File: src/rtl/piso_pkg.sv
// Shared types and default parameters for the PISO bit serializer.
// Pure declarations: no latency and no flow control live here.
package piso_pkg;

  typedef enum logic [1:0] {
    IDLE  = 2'd0,
    SHIFT = 2'd1,
    GAP   = 2'd2
  } piso_state_t;

  localparam int PISO_WIDTH_DEF = 8;
  localparam int PISO_GAP_DEF   = 0;
  localparam int PISO_CNT_W_DEF = 16;

endpackage

File: src/rtl/piso_skid_buf.sv
// One-entry valid/ready slice that bypasses when empty; zero latency on bypass, one word held otherwise.
// Backpressure: s_rdy drops only while the entry is occupied and is independent of m_rdy.
module piso_skid_buf #(
  parameter int WIDTH = 8
) (
  input  logic             clk,
  input  logic             rst_n,
  input  logic             s_vld,
  input  logic [WIDTH-1:0] s_dat,
  output logic             s_rdy,
  output logic             m_vld,
  output logic [WIDTH-1:0] m_dat,
  input  logic             m_rdy
);

  logic             full_q;
  logic [WIDTH-1:0] buf_q;

  assign s_rdy = !full_q;
  assign m_vld = full_q | s_vld;
  assign m_dat = full_q ? buf_q : s_dat;

  // A held word always drains before a new one is accepted, so ordering is preserved.
  always_ff @(posedge clk or negedge rst_n) begin
    if (!rst_n) begin
      full_q <= 1'b0;
      buf_q  <= '0;
    end else if (full_q) begin
      if (m_rdy) full_q <= 1'b0;
    end else if (s_vld && !m_rdy) begin
      full_q <= 1'b1;
      buf_q  <= s_dat;
    end
  end

endmodule

File: src/rtl/piso_bit_serializer.sv
// MSB-first word serializer: bit i of a word accepted at edge k is on dout in cycle k+1+i.
// Backpressure via in_ready (state-derived, or !buf_full when PISO_SKID_BUF_EN is defined).
module piso_bit_serializer
  import piso_pkg::*;
#(
  parameter int WIDTH      = PISO_WIDTH_DEF,
  parameter int GAP_CYCLES = PISO_GAP_DEF,
  parameter int CNT_W      = PISO_CNT_W_DEF
) (
  input  logic             clk,
  input  logic             rst_n,
  input  logic [WIDTH-1:0] in_data,
  input  logic             in_valid,
  output logic             in_ready,
  output logic             dout,
  output logic             dout_valid,
  output logic             busy,
  output logic [CNT_W-1:0] words_sent
);

  localparam int BIT_W = $clog2(WIDTH);
  localparam int GAP_W = (GAP_CYCLES > 1) ? $clog2(GAP_CYCLES) : 1;
  localparam logic [BIT_W-1:0] LAST_BIT = BIT_W'(WIDTH - 1);
  localparam logic [GAP_W-1:0] LAST_GAP = GAP_W'(GAP_CYCLES - 1);

  piso_state_t      state_q, state_d;
  logic [BIT_W-1:0] bit_cnt_q, bit_cnt_d;
  logic [GAP_W-1:0] gap_cnt_q, gap_cnt_d;
  logic [WIDTH-1:0] shreg_q, shreg_d;
  logic             dout_vld_q, busy_q;
  logic [CNT_W-1:0] words_sent_q;
  logic             last_bit, last_gap, shift_rdy, load, word_done;
  logic             ld_vld;
  logic [WIDTH-1:0] ld_dat;

  assign last_bit  = (state_q == SHIFT) && (bit_cnt_q == LAST_BIT);
  assign last_gap  = (state_q == GAP) && (gap_cnt_q == LAST_GAP);
  assign shift_rdy = (state_q == IDLE) || (last_bit && (GAP_CYCLES == 0)) || last_gap;

`ifdef PISO_SKID_BUF_EN
  logic skid_s_rdy;

  piso_skid_buf #(.WIDTH(WIDTH)) u_skid (
    .clk   (clk),
    .rst_n (rst_n),
    .s_vld (in_valid),
    .s_dat (in_data),
    .s_rdy (skid_s_rdy),
    .m_vld (ld_vld),
    .m_dat (ld_dat),
    .m_rdy (shift_rdy)
  );

  assign in_ready = skid_s_rdy & rst_n;
`else
  assign ld_vld   = in_valid;
  assign ld_dat   = in_data;
  assign in_ready = shift_rdy & rst_n;
`endif

  assign load = ld_vld & shift_rdy;

  // The register is loaded with the whole word so dout is simply its MSB flop;
  // zeros shifted in keep dout low once the word has drained.
  always_comb begin
    state_d   = state_q;
    bit_cnt_d = bit_cnt_q;
    gap_cnt_d = gap_cnt_q;
    shreg_d   = shreg_q;
    word_done = 1'b0;
    case (state_q)
      IDLE: begin
        if (load) begin
          state_d   = SHIFT;
          shreg_d   = ld_dat;
          bit_cnt_d = '0;
        end
      end
      SHIFT: begin
        shreg_d   = shreg_q << 1;
        bit_cnt_d = bit_cnt_q + 1'b1;
        if (last_bit) begin
          word_done = 1'b1;
          bit_cnt_d = '0;
          if (load) begin
            shreg_d = ld_dat;
          end else if (GAP_CYCLES > 0) begin
            state_d   = GAP;
            gap_cnt_d = '0;
          end else begin
            state_d = IDLE;
          end
        end
      end
      GAP: begin
        gap_cnt_d = gap_cnt_q + 1'b1;
        if (last_gap) begin
          gap_cnt_d = '0;
          if (load) begin
            state_d   = SHIFT;
            shreg_d   = ld_dat;
            bit_cnt_d = '0;
          end else begin
            state_d = IDLE;
          end
        end
      end
      default: state_d = IDLE;
    endcase
  end

  always_ff @(posedge clk or negedge rst_n) begin
    if (!rst_n) begin
      state_q      <= IDLE;
      bit_cnt_q    <= '0;
      gap_cnt_q    <= '0;
      shreg_q      <= '0;
      dout_vld_q   <= 1'b0;
      busy_q       <= 1'b0;
      words_sent_q <= '0;
    end else begin
      state_q    <= state_d;
      bit_cnt_q  <= bit_cnt_d;
      gap_cnt_q  <= gap_cnt_d;
      shreg_q    <= shreg_d;
      dout_vld_q <= (state_d == SHIFT);
      busy_q     <= (state_d != IDLE);
      if (word_done) words_sent_q <= words_sent_q + 1'b1;
    end
  end

  assign dout       = shreg_q[WIDTH-1];
  assign dout_valid = dout_vld_q;
  assign busy       = busy_q;
  assign words_sent = words_sent_q;

endmodule
File: config.mk
export PLATFORM = sky130hd
export DESIGN_NAME = piso_bit_serializer
export DESIGN_NICKNAME = d
export VERILOG_FILES = /design/src/rtl/piso_pkg.sv /design/src/rtl/piso_skid_buf.sv /design/src/rtl/piso_bit_serializer.sv
export SDC_FILE = /design/constraint.sdc
export NUM_CORES = 1
export LEC_CHECK = 0
export ABC_AREA = 1
export BUFFER_PORTS_ARGS = -buffer_cell sky130_fd_sc_hd__buf_2
export CAP_MARGIN = 30
export CORE_ASPECT_RATIO = 2
export CORE_UTILIZATION = 57
export CTS_BUF_LIST = sky130_fd_sc_hd__clkbuf_4 sky130_fd_sc_hd__clkbuf_8
export CTS_CLUSTER_SIZE = 20
export DETAILED_ROUTE_END_ITERATION = 12
export PLACE_DENSITY = 0.81
export SYNTH_ARGS = -nofsm -noshare
export SYNTH_HDL_FRONTEND = slang
export SYNTH_SLANG_ARGS = --single-unit
export TNS_END_PERCENT = 5
File: constraint.sdc
create_clock -name clk -period 1.92 [get_ports clk]
set_input_delay 0 -clock clk [delete_from_list [all_inputs] [get_ports clk]]
set_output_delay 0 -clock clk [all_outputs]
set_load 0.02 [all_outputs]
# == Word-level counts from Yosys, hierarchy flattened ==
# Index checks and enable logic that the tools add are counted.
# word_totals
ff_bits,32
latch_bits,0
ram_bits,0
romBits,0
elab_cells,43
memories,0
# op_classes
addsub,3
n_mul,0
n_div,0
n_lt_le_gt_ge,0
eq_ne,5
shift,0
muxes,18
bitwise,2
reduce_logical,8
# ops
operator,count
8-bit two-way mux,4
8-bit one-hot mux with 3 select lines,1
"16-bit by 1-bit adder with 16-bit output, second input constant",1
3-bit two-way mux,3
3-bit one-hot mux with 3 select lines,1
2-bit two-way mux,4
2-bit one-hot mux with 3 select lines,1
"2-bit by 1-bit equality test with 1-bit output, second input constant",2
1-bit two-way mux,4
"3-bit by 1-bit adder with 3-bit output, second input constant",1
"3-bit equality test, second input constant",1
3-bit nonzero test,1
1-bit bitwise AND,2
"2-bit equality test, second input constant",1
1-bit logical AND,2
2-bit zero test,1
1-bit logical OR,2
"2-bit != test, second input constant",1
2-bit AND reduction,1
2-bit nonzero test,1
"1-bit adder, second input constant",1

# == Logic depth before layout (Yosys ltp) ==
# Gate-level depths: netlist (run 1).
# depth
depth_word,9
ltp_mapped,9
mapped_depth_nobuf,9

# == Least setup slack after synthesis (run 1) ==
# OpenSTA, ideal clock, no wires.
# synth_timing
kind,register to register
startpoint,register bit_cnt_q[0]
endpoint,register words_sent_q[7] (netlist: words_sent[7])
setup_time_ns,0.130
arrival_ns,1.382
t_required_ns,1.790
setup_slack_ns,0.407
stages_incl_launch_ff,9
n_path_buf,0
cell_sequence,dfrtp_1 > ha_1 > ha_1 > inv_2 > nor2_8 > nand2_4 > nor2_8 > nand2_2 > xnor2_2
# synth_between
elab_chain_cells,4
# synth_lines
item,line_no,text
start: declaration,piso_bit_serializer.sv:27,"logic [BIT_W-1:0] bit_cnt_q, bit_cnt_d;"
start signal: assignment,piso_bit_serializer.sv:123,bit_cnt_q <= bit_cnt_d;
3-bit equality test,piso_bit_serializer.sv:36,assign last_bit = (state_q == SHIFT) && (bit_cnt_q == LAST_BIT);
1-bit logical AND,piso_bit_serializer.sv:36,
1-bit two-way mux,piso_bit_serializer.sv:82,if (last_bit) begin
1-bit two-way mux,piso_bit_serializer.sv:71,case (state_q)
end signal: assignment,piso_bit_serializer.sv:128,if (word_done) words_sent_q <= words_sent_q + 1'b1;
end: declaration,piso_bit_serializer.sv:31,logic [CNT_W-1:0] words_sent_q;
# Every way passes these cells.
# A chain may end at the register's enable or synchronous reset.

# == Worst setup path in the final report (run 1) ==
# Same ends and word-level chain as after synthesis.

==> flow_summary_export.csv, run 1 <==
group,metric,value,unit
sta,fmax,585,MHz
floorplan,die_y,80.3,um
sta,rsz0062_at_grt,"false",
power,vdd_drop_max,0.755,mV
power,pwr-share-comb,37.0,%
final_layout,layout_commonest_cell,"nand2_1",
clock_network,cts_setup_buffers,0,
power,p_switching,0.904,mW
yosys,ys_ff_latch,32,
sta,tns,0,ns
floorplan,die-area,3300,um2
clock_network,numCtsBuffers,5,
final_layout,drive_gt1_share,20.8,%
final_layout,nNetsFinal,273,
final_layout,area_growth,16.3,%
routing,drt_iter0_markers,23,
grt,grt_pass1_vias,1379,
power,cellInternalPower,1.43,mW
sta,setup_violations,0,
sta,timing.final.crit_share,89.1,%
setup_path,cp.required,2.08,ns
sta,tightest_slew,0.533,ns
place,io_buffers,30,
power,p_clk_share,21.3,%
setup_path,crit_type,"reg2reg",
run_status,status,"finished clean",
hold_path,hp-class,"in2reg",
yosys,syn_avg_cell_area,7.90,um2
floorplan,num_io_pins,31,
setup_path,cp-end-kind,"flip-flop",
place,dp.cells,280,
place,gp_congestion,0.739,
power,pwr_density_cell,1150,nW/um2
routing,drc,0,
final_layout,ff_latch_area,801,um2
routing,viasPerCell,5.13,
clock_network,cts_tree,"built",
routing,wl_per_cell,11.7,um
sta,period_needed,1.71,ns
clock_network,clk_latency,0.28,ns
power,total_power,2.34,mW
power,swShare,38.7,%
place,hpwl,2540,um
final_layout,nFillCells,270,
clock_network,ctsHtreeMaxLevel,2,
clock_network,root_buffer,"clkbuf_8",
clock_network,cts.path.max_buffers,2,
yosys,synth_area_leaders,"dfrtp_1, nand2_1, inv_1",
grt,grt_usage,24.3,%
setup_path,start_kind,"flip-flop",
sta,slew_headroom,64.5,%
routing,postRouteAntennaNets,0,
setup_path,worstReg2RegEnd,"words_sent[7]",
yosys,syn-instance-count,221,
grt,antenna_found_initial,0,
yosys,ys_seq_area_share,45.9,%
grt,gr-total-overflow,0,
clock_network,path_clk_slew,0.06,ns
hold_path,hold_path_startpoint,"in_data[1]",
yosys,netlist.area_leader.share,45.9,%
setup_path,worstReg2RegStart,"bit_cnt_q[0]",
routing,wirelength,3390,um
setup_path,worstRegToRegCells,8,
floorplan,dieWidth,41.1,um
routing,drtPass1Iterations,4,
final_layout,diodes,0,
grt,grt_first_pass_wirelength,5470,um
routing,via_count,1483,
power,leakage,1.14,nW
yosys,synthesis.area,1750,um2
grt,grt_max_degree,33,
yosys,yosys.area.top_type,"dfrtp_1",
yosys,ys_types,24,
setup_path,arrival,1.87,ns
final_layout,layout.cells.non_filler,289,
job,max_cap_viol_count,0,
sta,hold_viol,0,
clock_network,cts.sinks,32,
final_layout,multi_input_area,823,um2
floorplan,start_util,59.3,%
floorplan,coreArea,2940,um2
sta,slew_viol_final,0,
yosys,ys_warn_count,0,
setup_path,cp_max_fo,16,
floorplan,row_count,28,
final_layout,layout_common_cells,"nand2_1, dfrtp_1, buf_2",
yosys,synth_fp_nets,235,
sta,finalClockSkew,0.00204,ns
setup_path,r2r_slack,0.21,ns
setup_path,startpoint,"bit_cnt_q[0]",
setup_path,endpoint,"words_sent[7]",
power,seq_power_share,41.7,%
[flip-flops by register name, indices dropped and copies added, names as in the netlist]
register and flops:
words_sent 16, shreg_q 8, bit_cnt_q 3, state_q 2
busy 1, dout_valid 1, gap_cnt_q 1
[worst min-delay path by stage]
stage                          endpoint  slack (ns)  depth (start not counted)
after CTS                    shreg_q[3]        0.02                          5
final                        shreg_q[1]        0.02                          5
after global placement    words_sent[4]        0.07                          2
after floorplan            bit_cnt_q[0]       -0.30                          0
after detailed placement  words_sent[6]        0.07                          2
after global routing         shreg_q[0]        0.05                          3
[cells by family (layout without fill, tap and decap cells)]
logic type / Yosys count / after routing / share of synthesized area (%)
AO/OA/AOI/OAI: 12 / 12 / 4.66
XOR/XNOR: 9 / 9 / 4.95
adder cells (fa/ha/maj): 3 / 3 / 2.15
buffers and inverters: 31 / 69 / 6.95
AND/OR/NAND/NOR: 134 / 134 / 35.4
flip-flops: 32 / 32 / 45.9
[timing repair]
item / in CTS / in global routing
hold endpoints to repair: 33 / 0
hold buffers: 2 / 0
resized for setup: 0 / 0
[Yosys cell counts (all sizes together)]
cell type / n
o311ai: 1
xor2: 6
nor3: 1
nand2: 91
nand4: 5
nor2: 24
buf: 2
dfrtp: 32
a21boi: 1
inv: 29
o31ai: 3
o22ai: 1
o21ai: 6
xnor2: 3
ha: 3
nand3: 13
[per-layer routing]
metal  GRT usage, %  share of wire [%]
met4           10.3                1.9
met1           22.6                 38
met2           45.0                 57
met3           4.97                2.8
met5              0                  0
[critical path: stages, from the launching register on]
cell and delay, ns:
dfrtp_1 0.36, ha_1 0.15, ha_1 0.27, inv_2 0.11, nor2_8 0.26, nand2_4 0.12, nor2_8 0.12, nand2_2 0.07
xnor2_2 0.13
[stage by stage]
| stage | setup slack (ns) | instance area [um2] | hold WS, ns | util (%) |
|---|---|---|---|---|
| after floorplan | 0.407 | 1750 | -0.296 | - |
| after global placement | 0.253 | 1930 | 0.0705 | 65.5 |
| after detailed placement | 0.205 | 1930 | 0.0657 | 65.5 |
| after CTS | 0.196 | 2030 | 0.0195 | 69.0 |
| after global routing | 0.0370 | 2030 | 0.0469 | 69.0 |
| final | 0.210 | 2030 | 0.0157 | 69.0 |
[final cells by class]
class	instances	share of cell area (%)
multi-input cells	158	40.6
inverters	29	5.36
well taps	30	1.85
repair buffers	33	8.75
flip-flops and latches	32	39.5
clock buffers	6	3.76
clock inverters	1	0.247
[power by group through the flow]
stage / Sequential [mW] / Combinational (mW) / Clock (mW)
after detailed placement: 0.985 / 0.870 / 0
after global placement: 0.979 / 0.852 / 0
after floorplan: 1.05 / 0.583 / 0
after global routing: 0.992 / 0.989 / 0.524
final: 0.973 / 0.865 / 0.497
after CTS: 0.974 / 0.879 / 0.506
Note: power is estimated with default switching activity, not from simulation.
==> run 2: changes to the inputs <==
ABC_AREA = not set   (was 1)
CORE_UTILIZATION = 55   (was 57)
PLACE_DENSITY = 0.8   (was 0.81)
RECOVER_POWER = 25   (was not set)
==> flow_summary_export.csv, run 2 <==
group,metric,value,unit
run_status,status,"finished clean",
setup_path,critPathTopFamily,"simple AND/OR/NAND/NOR gates",
final_layout,largest_reg_flops,16,
grt,gr-total-overflow,0,
job,max_cap_viol_count,0,
routing,postRouteAntennaNets,0,
yosys,synth_fp_nets,138,
sta,slew_headroom,48.9,%
yosys,synthArstFlopShare,100,%
final_layout,layout_common_cells,"dfrtp_1, buf_2, nand2_1",
floorplan,die-area,2870,um2
grt,grt_pass1_vias,1041,
sta,tightest_slew,0.767,ns
routing,drtPass1Iterations,4,
hold_path,hold_path_end,"shreg_q[2]",
setup_path,start_kind,"flip-flop",
yosys,ys_warn_count,0,
setup_path,cp.buffers_inverters,0,
setup_path,r2r_slack,0.25,ns
floorplan,die_y,74.7,um
place,io_buffers,30,
sta,holdWs,0.0129,ns
final_layout,nFillCells,195,
final_layout,layout_commonest_cell,"dfrtp_1",
setup_path,critPathSlowestCell,"dfrtp_1",
place,gp_congestion,0.717,
setup_path,cpMostUsedCell,"ha_1",
clock_network,cts_tree,"built",
yosys,synth_area_leaders,"dfrtp_1, xnor2_1, mux2i_1",
sta,slew_viol_final,0,
yosys,ys.flop_type,"dfrtp_1",
final_layout,nNetsFinal,176,
final_layout,drive_gt1_share,30.1,%
yosys,syn_avg_cell_area,11.7,um2
yosys,netlist.area_leader.share,55.1,%
routing,wl_met3,114,um
routing,drt_iter0_markers,32,
floorplan,num_io_pins,31,
grt,grt_max_degree,33,
sta,fmax,600,MHz
setup_path,cpPeakStageDelay,0.36,ns
setup_path,worstRegToRegCells,6,
yosys,ys_types,33,
place,dpl-instance-area,1620,um2
floorplan,start_util,57.3,%
clock_network,path_clk_slew,0.06,ns
final_layout,area_growth,21.2,%
grt,grt_usage,23.9,%
sta,timing.final.crit_share,86.9,%
power,vdd_drop_max,0.868,mV
power,leakage,0.866,nW
yosys,synthesis.area,1450,um2
routing,wirelength,2810,um
final_layout,finalInstanceArea,1760,um2
floorplan,coreArea,2540,um2
place,hpwl,2080,um
sta,setup_violations,0,
yosys,synth.most_common_cell,"dfrtp_1",
setup_path,cp_max_fo,6,
yosys,ys_seq_area_share,55.1,%
hold_path,hold_path_startpoint,"in_data[2]",
routing,highest_layer,"met4",
setup_path,worstReg2RegStart,"bit_cnt_q[0]",
routing,drc,0,
grt,grt_first_pass_wirelength,4610,um
setup_path,arrival,1.86,ns
routing,route.met2.wl,1580,um
routing,viasPerCell,5.54,
yosys,synthTopCellsByCount,"dfrtp_1, nand2_1, o21ai_0",
floorplan,row_count,26,
routing,wl_per_cell,14.7,um
routing,via_count,1059,
sta,period_needed,1.67,ns
clock_network,post_cts_resized,0,
clock_network,cts.path.max_buffers,2,
power,pwr_density_cell,1220,nW/um2
yosys,ys_ff_latch,32,
clock_network,root_buffer,"clkbuf_8",
setup_path,cp-end-kind,"flip-flop",
clock_network,cts.sinks,32,
final_layout,diodes,0,
floorplan,dieWidth,38.4,um
yosys,synth_edf_count,0,
sta,tns,0,ns
hold_path,hp-class,"in2reg",
yosys,yosys.area.top_type,"dfrtp_1",
sta,fin_ws,0.252,ns
setup_path,worstReg2RegEnd,"words_sent[15]",
clock_network,clk_latency,0.29,ns
hold_path,min_path_cells,3,
clock_network,ctsHtreeMaxLevel,2,
place,pre_cts_ws,0.273,ns
grt,antenna_found_initial,0,
setup_path,cp.required,2.12,ns
setup_path,crit_type,"reg2reg",
sta,rsz0062_at_grt,"false",
clock_network,numCtsBuffers,5,
routing,wl_met1,1040,um
sta,hold_viol,0,
setup_path,crit_chain,"ha_1 > ha_1 > and3b_1 > nand4_2 > nor2_1 > xor2_1",
yosys,syn-instance-count,124,
sta,finalClockSkew,0.00864,ns
## run 2: cell types whose count changed after synthesis, sizes merged, moves of 3 or more
cell   delta
o31ai     -3
mux2i     +7
inv      -27
nand3    -11
xnor2     +6
o21ai     +5
nand2    -74
nor2     -20
## run 2: kinds of logic after synthesis
group / after synthesis / share of synthesized area [%]
AND/OR/NAND/NOR: 43 / 17.6
AO/OA/AOI/OAI: 17 / 7.23
buffers and inverters: 5 / 2.07
XOR/XNOR: 15 / 9.04
adder cells (fa/ha/maj): 3 / 2.58
multiplexers: 9 / 6.37
flip-flops: 32 / 55.1
## run 2: stage by stage
stage / util (%) / total power, mW / std cells
2_1_floorplan: - / 1.36 / 124
3_3_place_gp: 64.0 / 1.50 / 180
3_5_place_dp: 64.0 / 1.54 / 180
4_1_cts: 69.6 / 2.18 / 191
5_1_grt: 69.4 / 2.28 / 191
6_report: 69.4 / 2.16 / 191
## run 2: tightest hold or removal path, delay by kind of cell
kind / cells / cell delay [ns]
AO/OA/AOI/OAI: 1 / 0.13
multiplexers: 1 / 0.05
buffers and inverters: 1 / 0.07
## run 2: how the worst max path moves through the flow
stage                           to  cells past startpoint  slack (ns)         start
floorplan            words_sent[9]                      7        0.42  bit_cnt_q[0]
global placement    words_sent[15]                      6        0.37  bit_cnt_q[1]
detailed placement  words_sent[15]                      6        0.27  bit_cnt_q[0]
CTS                 words_sent[13]                      6        0.24  bit_cnt_q[0]
global route        words_sent[13]                      6        0.11  bit_cnt_q[0]
finish              words_sent[15]                      6        0.25  bit_cnt_q[0]
## run 2: area by class of cell
cell class,instances,area (um2),share of cell area (%)
clock buffer,6,76.3,4.33
clock inverter,2,35.0,1.99
inverter,2,7.51,0.426
multi-input combinational,87,623,35.4
sequential,32,801,45.5
tap,28,35.0,1.99
timing repair buffer,34,184,10.4
## run 2: report_power, final
group	leakage [nW]	switching [mW]	internal, mW
clock network	0.0586	0.238	0.399
logic	0.393	0.315	0.262
registers	0.414	0.116	0.828
## run 2: repair_timing
action | CTS | global route
endpoints found under the hold margin | 34 | 0
hold buffers | 3 | 0
setup buffers | 0 | 0
## run 2: routing by layer
metal	vias up	GRT usage, %
met5	-	0
met4	0	12.3
met3	6	7.37
met2	28	41.2
met1	522	24.9
li1	503	-
